### src/rtl/mdarray_pkg.sv
// rtl/mdarray_pkg.sv - shared constants, state encoding and coordinate type for the array scanner
package mdarray_pkg;

    localparam int DATA_W  = 8;
    localparam int RD_LAT  = 2;
    localparam int COORD_W = 8;

    typedef enum logic [1:0] {
        IDLE,
        SCAN,
        DRAIN
    } state_t;

    typedef struct packed {
        logic [COORD_W-1:0] slc;
        logic [COORD_W-1:0] row;
        logic [COORD_W-1:0] col;
    } coord_t;

    // Raster step: col fastest, carries ripple into row then slc; all wrap at lim.
    function automatic coord_t coord_next(input coord_t c, input coord_t lim);
        coord_t n;
        n = c;
        if (c.col != lim.col) begin
            n.col = c.col + COORD_W'(1);
        end else begin
            n.col = '0;
            if (c.row != lim.row) begin
                n.row = c.row + COORD_W'(1);
            end else begin
                n.row = '0;
                n.slc = (c.slc != lim.slc) ? c.slc + COORD_W'(1) : '0;
            end
        end
        return n;
    endfunction

endpackage

### src/rtl/mdarray_scanner_if.sv
// rtl/mdarray_scanner_if.sv - memory address/read-data and output stream bundle
interface mdarray_scanner_if #(
    parameter int W = 2
);
    import mdarray_pkg::*;

    logic [W:0]        col;
    logic [W:0]        row;
    logic [W:0]        slc;
    logic [DATA_W-1:0] mem_data;
    logic [DATA_W-1:0] m_data;
    logic              m_valid;
    logic              m_ready;
    logic              m_last;

    modport master (
        output col, row, slc,
        input  mem_data,
        output m_data, m_valid, m_last,
        input  m_ready
    );

    modport slave (
        input  col, row, slc,
        output mem_data,
        input  m_data, m_valid, m_last,
        output m_ready
    );

endinterface

### src/rtl/mdarray_fifo.sv
// rtl/mdarray_fifo.sv - show-ahead FIFO carrying read data plus its last-element tag
module mdarray_fifo #(
    parameter  int WIDTH = 9,
    parameter  int DEPTH = 4,
    localparam int PTR_W = $clog2(DEPTH),
    localparam int CNT_W = $clog2(DEPTH + 1)
) (
    input  logic             clock,
    input  logic             reset_n,
    input  logic             wr_en,
    input  logic [WIDTH-1:0] wr_data,
    input  logic             rd_en,
    output logic [WIDTH-1:0] rd_data,
    output logic [CNT_W-1:0] count
);

    logic [WIDTH-1:0] mem [DEPTH];
    logic [PTR_W-1:0] wr_ptr;
    logic [PTR_W-1:0] rd_ptr;

    function automatic logic [PTR_W-1:0] ptr_inc(input logic [PTR_W-1:0] p);
        return (p == PTR_W'(DEPTH - 1)) ? '0 : p + PTR_W'(1);
    endfunction

    always_ff @(posedge clock) begin
        if (wr_en) begin
            mem[wr_ptr] <= wr_data;
        end
    end

    assign rd_data = mem[rd_ptr];

    always_ff @(posedge clock or negedge reset_n) begin
        if (!reset_n) begin
            wr_ptr <= '0;
            rd_ptr <= '0;
            count  <= '0;
        end else begin
            if (wr_en) begin
                wr_ptr <= ptr_inc(wr_ptr);
            end
            if (rd_en) begin
                rd_ptr <= ptr_inc(rd_ptr);
            end
            case ({wr_en, rd_en})
                2'b10:   count <= count + CNT_W'(1);
                2'b01:   count <= count - CNT_W'(1);
                default: count <= count;
            endcase
        end
    end

endmodule

### src/rtl/mdarray_scanner.sv
// rtl/mdarray_scanner.sv - raster-order read sequencer for the array memory with backpressured output stream
module mdarray_scanner
    import mdarray_pkg::*;
#(
    parameter int W     = 2,
    parameter int NC    = 4,
    parameter int NR    = 4,
    parameter int NS    = 4,
    parameter int DEPTH = 4
) (
    input  logic                clock,
    input  logic                reset_n,
    input  logic                start,
    output logic                busy,
    output logic                done,
    mdarray_scanner_if.master   bus
);

    localparam int CNT_W = $clog2(DEPTH + 1);
    localparam coord_t LAST = '{
        slc: COORD_W'(NS - 1),
        row: COORD_W'(NR - 1),
        col: COORD_W'(NC - 1)
    };

    state_t              state;
    coord_t              cur;
    logic [RD_LAT-1:0]   vld;
    logic [RD_LAT-1:0]   lst;
    logic [CNT_W-1:0]    fifo_count;
    logic [DATA_W:0]     rd_word;
    logic                issue;
    logic                is_final;
    logic                rd_en;

    // Reserve a buffer slot for every read still in the memory pipeline so captures never overflow.
    assign issue    = (state == SCAN) &&
                      ((int'(fifo_count) + $countones(vld)) < DEPTH);
    assign is_final = (cur == LAST);
    assign rd_en    = bus.m_valid && bus.m_ready;

    assign bus.col     = cur.col[W:0];
    assign bus.row     = cur.row[W:0];
    assign bus.slc     = cur.slc[W:0];
    assign bus.m_valid = (fifo_count != '0);
    assign bus.m_data  = rd_word[DATA_W-1:0];
    assign bus.m_last  = rd_word[DATA_W] && bus.m_valid;

    mdarray_fifo #(
        .WIDTH (DATA_W + 1),
        .DEPTH (DEPTH)
    ) u_fifo (
        .clock   (clock),
        .reset_n (reset_n),
        .wr_en   (vld[RD_LAT-1]),
        .wr_data ({lst[RD_LAT-1], bus.mem_data}),
        .rd_en   (rd_en),
        .rd_data (rd_word),
        .count   (fifo_count)
    );

    always_ff @(posedge clock or negedge reset_n) begin
        if (!reset_n) begin
            state <= IDLE;
            busy  <= 1'b0;
            done  <= 1'b0;
            cur   <= '0;
            vld   <= '0;
            lst   <= '0;
        end else begin
            done <= 1'b0;
            vld  <= {vld[RD_LAT-2:0], issue};
            lst  <= {lst[RD_LAT-2:0], issue && is_final};
            case (state)
                IDLE: begin
                    if (start) begin
                        state <= SCAN;
                        busy  <= 1'b1;
                        cur   <= '0;
                    end
                end
                SCAN: begin
                    if (issue) begin
                        cur <= coord_next(cur, LAST);
                        if (is_final) begin
                            state <= DRAIN;
                        end
                    end
                end
                DRAIN: begin
                    // The tagged element is the final one, so its handshake means nothing remains.
                    if (rd_en && bus.m_last) begin
                        state <= IDLE;
                        busy  <= 1'b0;
                        done  <= 1'b1;
                    end
                end
                default: begin
                    state <= IDLE;
                    busy  <= 1'b0;
                end
            endcase
        end
    end

endmodule

### src/flat_wrapper.sv
// flat-port wrapper written by rule: the top's interface ports become plain ports
module mdarray_scanner_flat import mdarray_pkg::*;
#(
    parameter int W     = 2,
    parameter int NC    = 4,
    parameter int NR    = 4,
    parameter int NS    = 4,
    parameter int DEPTH = 4
)
  (clock, reset_n, start, busy, done, bus_col, bus_row, bus_slc, bus_mem_data, bus_m_data, bus_m_valid, bus_m_last, bus_m_ready);
  mdarray_scanner_if #(.W(W)) bus_i ();
  input  logic clock;
  input  logic reset_n;
  input  logic start;
  output logic busy;
  output logic done;
  output wire logic [$bits(bus_i.col)-1:0] bus_col;
  output wire logic [$bits(bus_i.row)-1:0] bus_row;
  output wire logic [$bits(bus_i.slc)-1:0] bus_slc;
  input wire logic [$bits(bus_i.mem_data)-1:0] bus_mem_data;
  output wire logic [$bits(bus_i.m_data)-1:0] bus_m_data;
  output wire logic [$bits(bus_i.m_valid)-1:0] bus_m_valid;
  output wire logic [$bits(bus_i.m_last)-1:0] bus_m_last;
  input wire logic [$bits(bus_i.m_ready)-1:0] bus_m_ready;
  assign bus_col = bus_i.col;
  assign bus_row = bus_i.row;
  assign bus_slc = bus_i.slc;
  assign bus_i.mem_data = bus_mem_data;
  assign bus_m_data = bus_i.m_data;
  assign bus_m_valid = bus_i.m_valid;
  assign bus_m_last = bus_i.m_last;
  assign bus_i.m_ready = bus_m_ready;
  mdarray_scanner #(.W(W), .NC(NC), .NR(NR), .NS(NS), .DEPTH(DEPTH)) u_core (.clock(clock), .reset_n(reset_n), .start(start), .busy(busy), .done(done), .bus(bus_i));
endmodule
### config.mk
export PLATFORM = sky130hd
export DESIGN_NAME = mdarray_scanner_flat
export DESIGN_NICKNAME = d
export VERILOG_FILES = /design/src/rtl/mdarray_pkg.sv /design/src/rtl/mdarray_scanner_if.sv /design/src/rtl/mdarray_fifo.sv /design/src/rtl/mdarray_scanner.sv /design/src/flat_wrapper.sv
export SDC_FILE = /design/constraint.sdc
export NUM_CORES = 1
export LEC_CHECK = 0
export CAP_MARGIN = 20
export CORE_MARGIN = 3
export CORE_UTILIZATION = 51
export DETAILED_ROUTE_END_ITERATION = 12
export HOLD_SLACK_MARGIN = 0.06
export PLACE_DENSITY = 0.75
export SETUP_SLACK_MARGIN = 0.4
export SYNTH_ARGS = -nofsm -noshare
export SYNTH_HDL_FRONTEND = slang
export SYNTH_SLANG_ARGS = --single-unit
export TNS_END_PERCENT = 50
### constraint.sdc
create_clock -name clock -period 2.5 [get_ports clock]
set_input_delay 0.75 -clock clock [delete_from_list [all_inputs] [get_ports clock]]
set_output_delay 0.75 -clock clock [all_outputs]
set_load 0.02 [all_outputs]
Yosys cells after proc, flatten, opt, wreduce, memory -nomap -nowiden --
Memories as Yosys holds them, arrays and structs flattened. Index checks and enable logic that the tools add are counted. Widths: inputs -> output; s select.
Storage, ports and cells: flip-flop bits (word level) 39, bits in writable memories 36, bits of input ports 12, output and inout port bits 21, logic and storage cells 76, memories kept 1
Memories:
- u_core.u_fifo.mem | words 4, width 9, read ports 1, clocked after memory_dff 0, wr ports 1, line mdarray_fifo.sv:17 | logic [WIDTH-1:0] mem [DEPTH];
Cells by class: add/sub/neg operators 9, order comparisons 1, equality and inequality tests 16, muxes and demuxes 23, bitwise operators 1, reductions and logical operators 14
Operators with widths (number):
- $mux 24 | 2
- $pmux 24 s2 | 1
- $add 4x32->32 | 1
- $lt 32x4->1 const B | 1
- $mux 8 | 4
- $add 8x1->8 const B | 3
- $eq 24x18->1 const B | 1
- $ne 8x2->1 const B | 3
- $mux 16 | 1
- $mux 2 | 6
- $eq 2x2->1 const B | 4
- $reduce_and 4->1 | 2
- $mux 1 | 6
- $ne 2x1->1 const B | 3
- $ne 2x2->1 const B | 3
- $pmux 2 s3 | 1
- $pmux 3 s2 | 1
- $reduce_and 3->1 | 2
- $logic_and 1x1->1 | 5
- $reduce_and 5->1 | 1
- $add 2x1->2 const B | 2
- $eq 2x1->1 const B | 2
- $reduce_bool 2->1 | 2
- $add 3x1->3 const B | 1
- 6 further kinds | 6

Depth between registers and ports, before layout --
depth in word-level cells 6, gate-level depth with buffers 9, mapped depth without buffers 9

By module --
From an unflattened synthesis, not the netlist that was laid out.
Second synthesis, totals: cells, all modules 271, area total of the unflattened synthesis 3514.6 µm²
By module, submodules not included:
- mdarray_scanner | times used 1, cells each 191, area an instance 1816.7 µm², seq. area each 800.8 µm²
- mdarray_fifo | times used 1, cells each 80, area an instance 1697.9 µm², seq. area each 1256.2 µm²

Worst setup path after synthesis --
Ideal clock, no wire load.
path kind register to register, start register u_core.vld[1], end register u_core.cur[22] (netlist name), library setup time 92 ps, arrival time 2247 ps, required time 2408 ps, slack 161 ps, cell stages (with the launch flop) 9, path buffers 1, clock period less this slack 2339 ps, path through dfrtp_1 -> ha_1 -> ha_1 -> a311o_1 -> nor4_4 -> o21ai_2 -> or2_1 -> buf_6 -> o31ai_2
Between the ends: longest elaborated chain between the ends 6
RTL lines:
- from (decl) | line mdarray_scanner.sv:28 | logic [RD_LAT-1:0] vld;
- from (signal assigned) | line mdarray_scanner.sv:72 | vld <= {vld[RD_LAT-2:0], issue};
- $add 1x1->2 (implied by the code) | line mdarray_scanner.sv:38 | ((int'(fifo_count) + $countones(vld)) < DEPTH);
- $add 4x32->32 | line mdarray_scanner.sv:38
- $lt 32x4->1 | line mdarray_scanner.sv:38
- $logic_and 1x1->1 | line mdarray_scanner.sv:37 | assign issue = (state == SCAN) &&
- $ne 2x1->1 (no line)
- $reduce_and 5->1 (no line)
- to (signal assigned) | line mdarray_scanner.sv:84 | cur <= coord_next(cur, LAST);
- to (decl) | line mdarray_scanner.sv:27 | coord_t cur;
No other way between the ends. A chain may end at the register's enable or synchronous reset.

Worst setup path after layout --
start register u_core.u_fifo.rd_ptr[0], end output port bus_m_last
Between the ends: longest elaborated chain between the ends 2
RTL lines:
- from (decl) | line mdarray_fifo.sv:19 | logic [PTR_W-1:0] rd_ptr;
- from (signal assigned) | line mdarray_fifo.sv:43 | rd_ptr <= ptr_inc(rd_ptr);
- $mem_v2 4x9
- $logic_and 1x1->1 | line mdarray_scanner.sv:47 | assign bus.m_last = rd_word[DATA_W] && bus.m_valid;
- to (decl) | line flat_wrapper.sv:23 | output wire logic [$bits(bus_i.m_last)-1:0] bus_m_last;
No other way between the ends.

==> results_dict.tcl <==
set metrics [dict create \
    finalHoldViolCount 0 \
    clk_pin_slew_ns 0.08 \
    grt_pass1_vias 2209 \
    reg2regPathDepth 10 \
    synth.top_cell.area_share 0.3146 \
    crit_required_ns 1.75 \
    diodes 0 \
    syn_area_per_cell_sq_um 13.01 \
    reg2reg_from "u_core.vld[1]$_DFF_PN0_" \
    relSlewSlack 0.5963 \
    row_count 29 \
    track_usage 0.1782 \
    p_clk_frac 0.211 \
    netlist_instances 264 \
    clock_latency_ns 0.34 \
    fin_util 0.6750 \
    htree_levels 3 \
    synth_seq_cells 75 \
    p_sw_uw 1550 \
    yosysWarnings 0 \
    crit_type "flip-flop to output pin" \
    path_max_fanout 2 \
    fin_crit_ns 2.370 \
    p_leak_uw 0.001788 \
    dr.pass1.iters 4 \
    setup_tns_ns 0 \
    synth_area_leaders "edfxtp_1, dfrtp_1, mux4_2" \
    p_seq_frac 0.381 \
    ir_worst_vdd_uv 597.4 \
    cts_sinks 75 \
    status "finished clean" \
    grt_max_degree 28 \
    synth.largest_area_cell "edfxtp_1" \
    die_y_um 88.08 \
    synth.most_common_cell "dfrtp_1" \
    syn_area_sq_mm 0.003436 \
    drtIter0Drc 121 \
    numCtsBuffers 9 \
    num_vias 2230 \
    die_area_sq_mm 0.007758 \
    synthTopCellsByCount "dfrtp_1, edfxtp_1, o21ai_0" \
    p_per_area_mw_per_mm2 1100 \
    wl_per_cell_um 15.82 \
    drc_errors 0 \
    arrival_ns 1.62 \
    cts_hold_buf 0 \
    syn_to_final_growth_pct 26.18 \
    worst_pin_slew_ns 0.6055 \
    synth_edf_count 36 \
    critPathCapture "bus_m_last" \
    r2r_setup_slack_ns 0.37 \
    startpoint "u_core.u_fifo.rd_ptr[0]$_DFFE_PN0P_" \
    synth_cell_types 44 \
    ys_async_sr_fraction 0.5200 \
    ant_nets 0 \
    finalCritPeriodShare 0.9479 \
    hold_path_class "flip-flop to flip-flop" \
    routabilityCongestion 0.7873 \
    drt_wl_total_um 6345 \
    ys_seq_area_frac 0.5987 \
    hpwl_um 4168 \
    port_buffers 32 \
    p_comb_frac 0.408 \
    r2r-end "u_core.bus.row[1]$_DFFE_PN0P_" \
    intPower_uw 3221 \
    fillers 443 \
    root_buffer "clkbuf_8" \
    finalNetCount 343 \
    maxCapViolCount 0 \
    min_delay_path_depth 0 \
    grt_setup_unrepaired "yes" \
    grt_pass1_wl_um 10370 \
    die_x_um 88.08 \
    fmax_ghz 0.4220 \
    start_util 0.5350 \
    slew_viol_final 0 \
    setup_viol_count_final 0 \
    clockBufferDepth 2 \
    vias_per_cell 5.561 \
    startpoint_type "flip-flop" \
    syn_nets 288 \
    fp.coreArea_sq_mm 0.006422 \
    ios 33 \
    drive_gt1_frac 0.2685 \
    synthFlopType "dfrtp_1" \
    switching_share 0.3248 \
    antenna_found_initial 0 \
    gr-total-overflow 0 \
    crit_path_end_kind "output pin" \
    cts_tree "done" \
    finClkSkew_ns 0.01214 \
]
-- power by group through the flow --
| stage | Sequential [uW] | Combinational (uW) | Clock, uW |
|---|---|---|---|
| CTS | 1810 | 1870 | 1020 |
| global placement | 1820 | 1630 | 0 |
| floorplan | 1790 | 1110 | 0 |
| global route | 1850 | 2150 | 1090 |
| detailed placement | 1840 | 1660 | 0 |
| finish | 1820 | 1950 | 1010 |
-- cell usage in the layout (no fill, tap or decap), types with 3 or more instances in the layout --
cell type,instances
dlymetal6s2s_1,3
clkbuf_8,10
nand4_1,4
o31ai_1,3
o21ai_2,3
nand2_1,12
o31ai_2,3
ha_1,7
o21ai_1,13
buf_6,10
and3_1,8
xor2_1,6
nor2_1,18
a31oi_1,3
dfrtp_1,38
a21o_1,4
inv_1,10
nor3_1,4
nand2b_1,5
nand3_1,8
clkdlybuf4s50_1,18
o21ai_0,11
nor2b_1,3
edfxtp_1,36
or3_1,4
buf_4,24
and2_1,5
mux4_2,9
-- what timing repair did --
action | in CTS | in global routing
cloned | 1 | 0
pin swaps | 6 | 13
setup endpoints to repair | 30 | 43
gates resized for setup | 75 | 22
buffers inserted | 6 | 6
-- worst max-delay path, stage by stage, from the launching register on --
cell,delay [ns]
dfrtp_2,0.38
buf_6,0.12
mux4_2,0.51
and2_4,0.16
buf_6,0.12
-- cells by family after synthesis --
family                     count (synthesis)  synth area share
and+or+nand+nor                           86            0.1420
DFF                                       75            0.5987
AOI/OAI and AO/OA                         48           0.08922
buffers and inverters                     24           0.03824
muxes                                     12           0.06810
adders and majority gates                 12           0.04588
xor gates and xnor gates                   7           0.01784
-- how the worst min path moves through the flow --
stage / startpoint / endpoint
3_5_place_dp: u_core.lst[0]$_DFF_PN0_ / u_core.lst[1]$_DFF_PN0_
3_3_place_gp: u_core.lst[0]$_DFF_PN0_ / u_core.lst[1]$_DFF_PN0_
2_1_floorplan: u_core.lst[0]$_DFF_PN0_ / u_core.lst[1]$_DFF_PN0_
5_1_grt: u_core.lst[0]$_DFF_PN0_ / u_core.lst[1]$_DFF_PN0_
4_1_cts: u_core.lst[0]$_DFF_PN0_ / u_core.lst[1]$_DFF_PN0_
6_report: u_core.lst[0]$_DFF_PN0_ / u_core.lst[1]$_DFF_PN0_
-- per-stage QoR --
stage,hold WS [ns],cell area (sq um),cells,power [uW],setup WS (ns)
after floorplan,0.3312,3453,264,2899,0.2612
after global placement,0.3548,3879,372,3452,0.1032
after detailed placement,0.3575,3879,372,3499,0.01316
after CTS,0.3864,4227,395,4692,0.1446
after global routing,0.3893,4335,401,5090,0.07297
final,0.3726,4335,401,4770,0.1303
-- cell type report --
type / count / area (sq um) / share of cell area
clock buffers: 11 / 141.4 / 0.03261
well taps: 77 / 96.34 / 0.02222
flip-flops and latches: 75 / 2058 / 0.4747
multi-input cells: 165 / 1361 / 0.3140
clock inverters: 5 / 77.57 / 0.01789
inverters: 10 / 37.54 / 0.008658
repair buffers: 58 / 563.0 / 0.1299
-- registers in the layout, indices dropped and copies added (netlist names) --
name and flops:
u_core.u_fifo.rd_ptr 2, u_core.u_fifo.count 3, u_core.bus.slc 3, u_core.bus.col 3, u_core.lst 2, u_core.done 1, u_core.state 2, u_core.u_fifo.wr_ptr 2
u_core.cur 15, u_core.bus.row 3, u_core.busy 1, u_core.u_fifo.mem 36, u_core.vld 2
-- per-layer routing --
layer	wire, um	up-vias	track usage
met5	0	-	0
met4	99	0	0.06731
met3	208	8	0.04704
met2	3348	41	0.2993
met1	2689	1098	0.2225
li1	-	1083	-
Power figures use the tool's default switching activity.
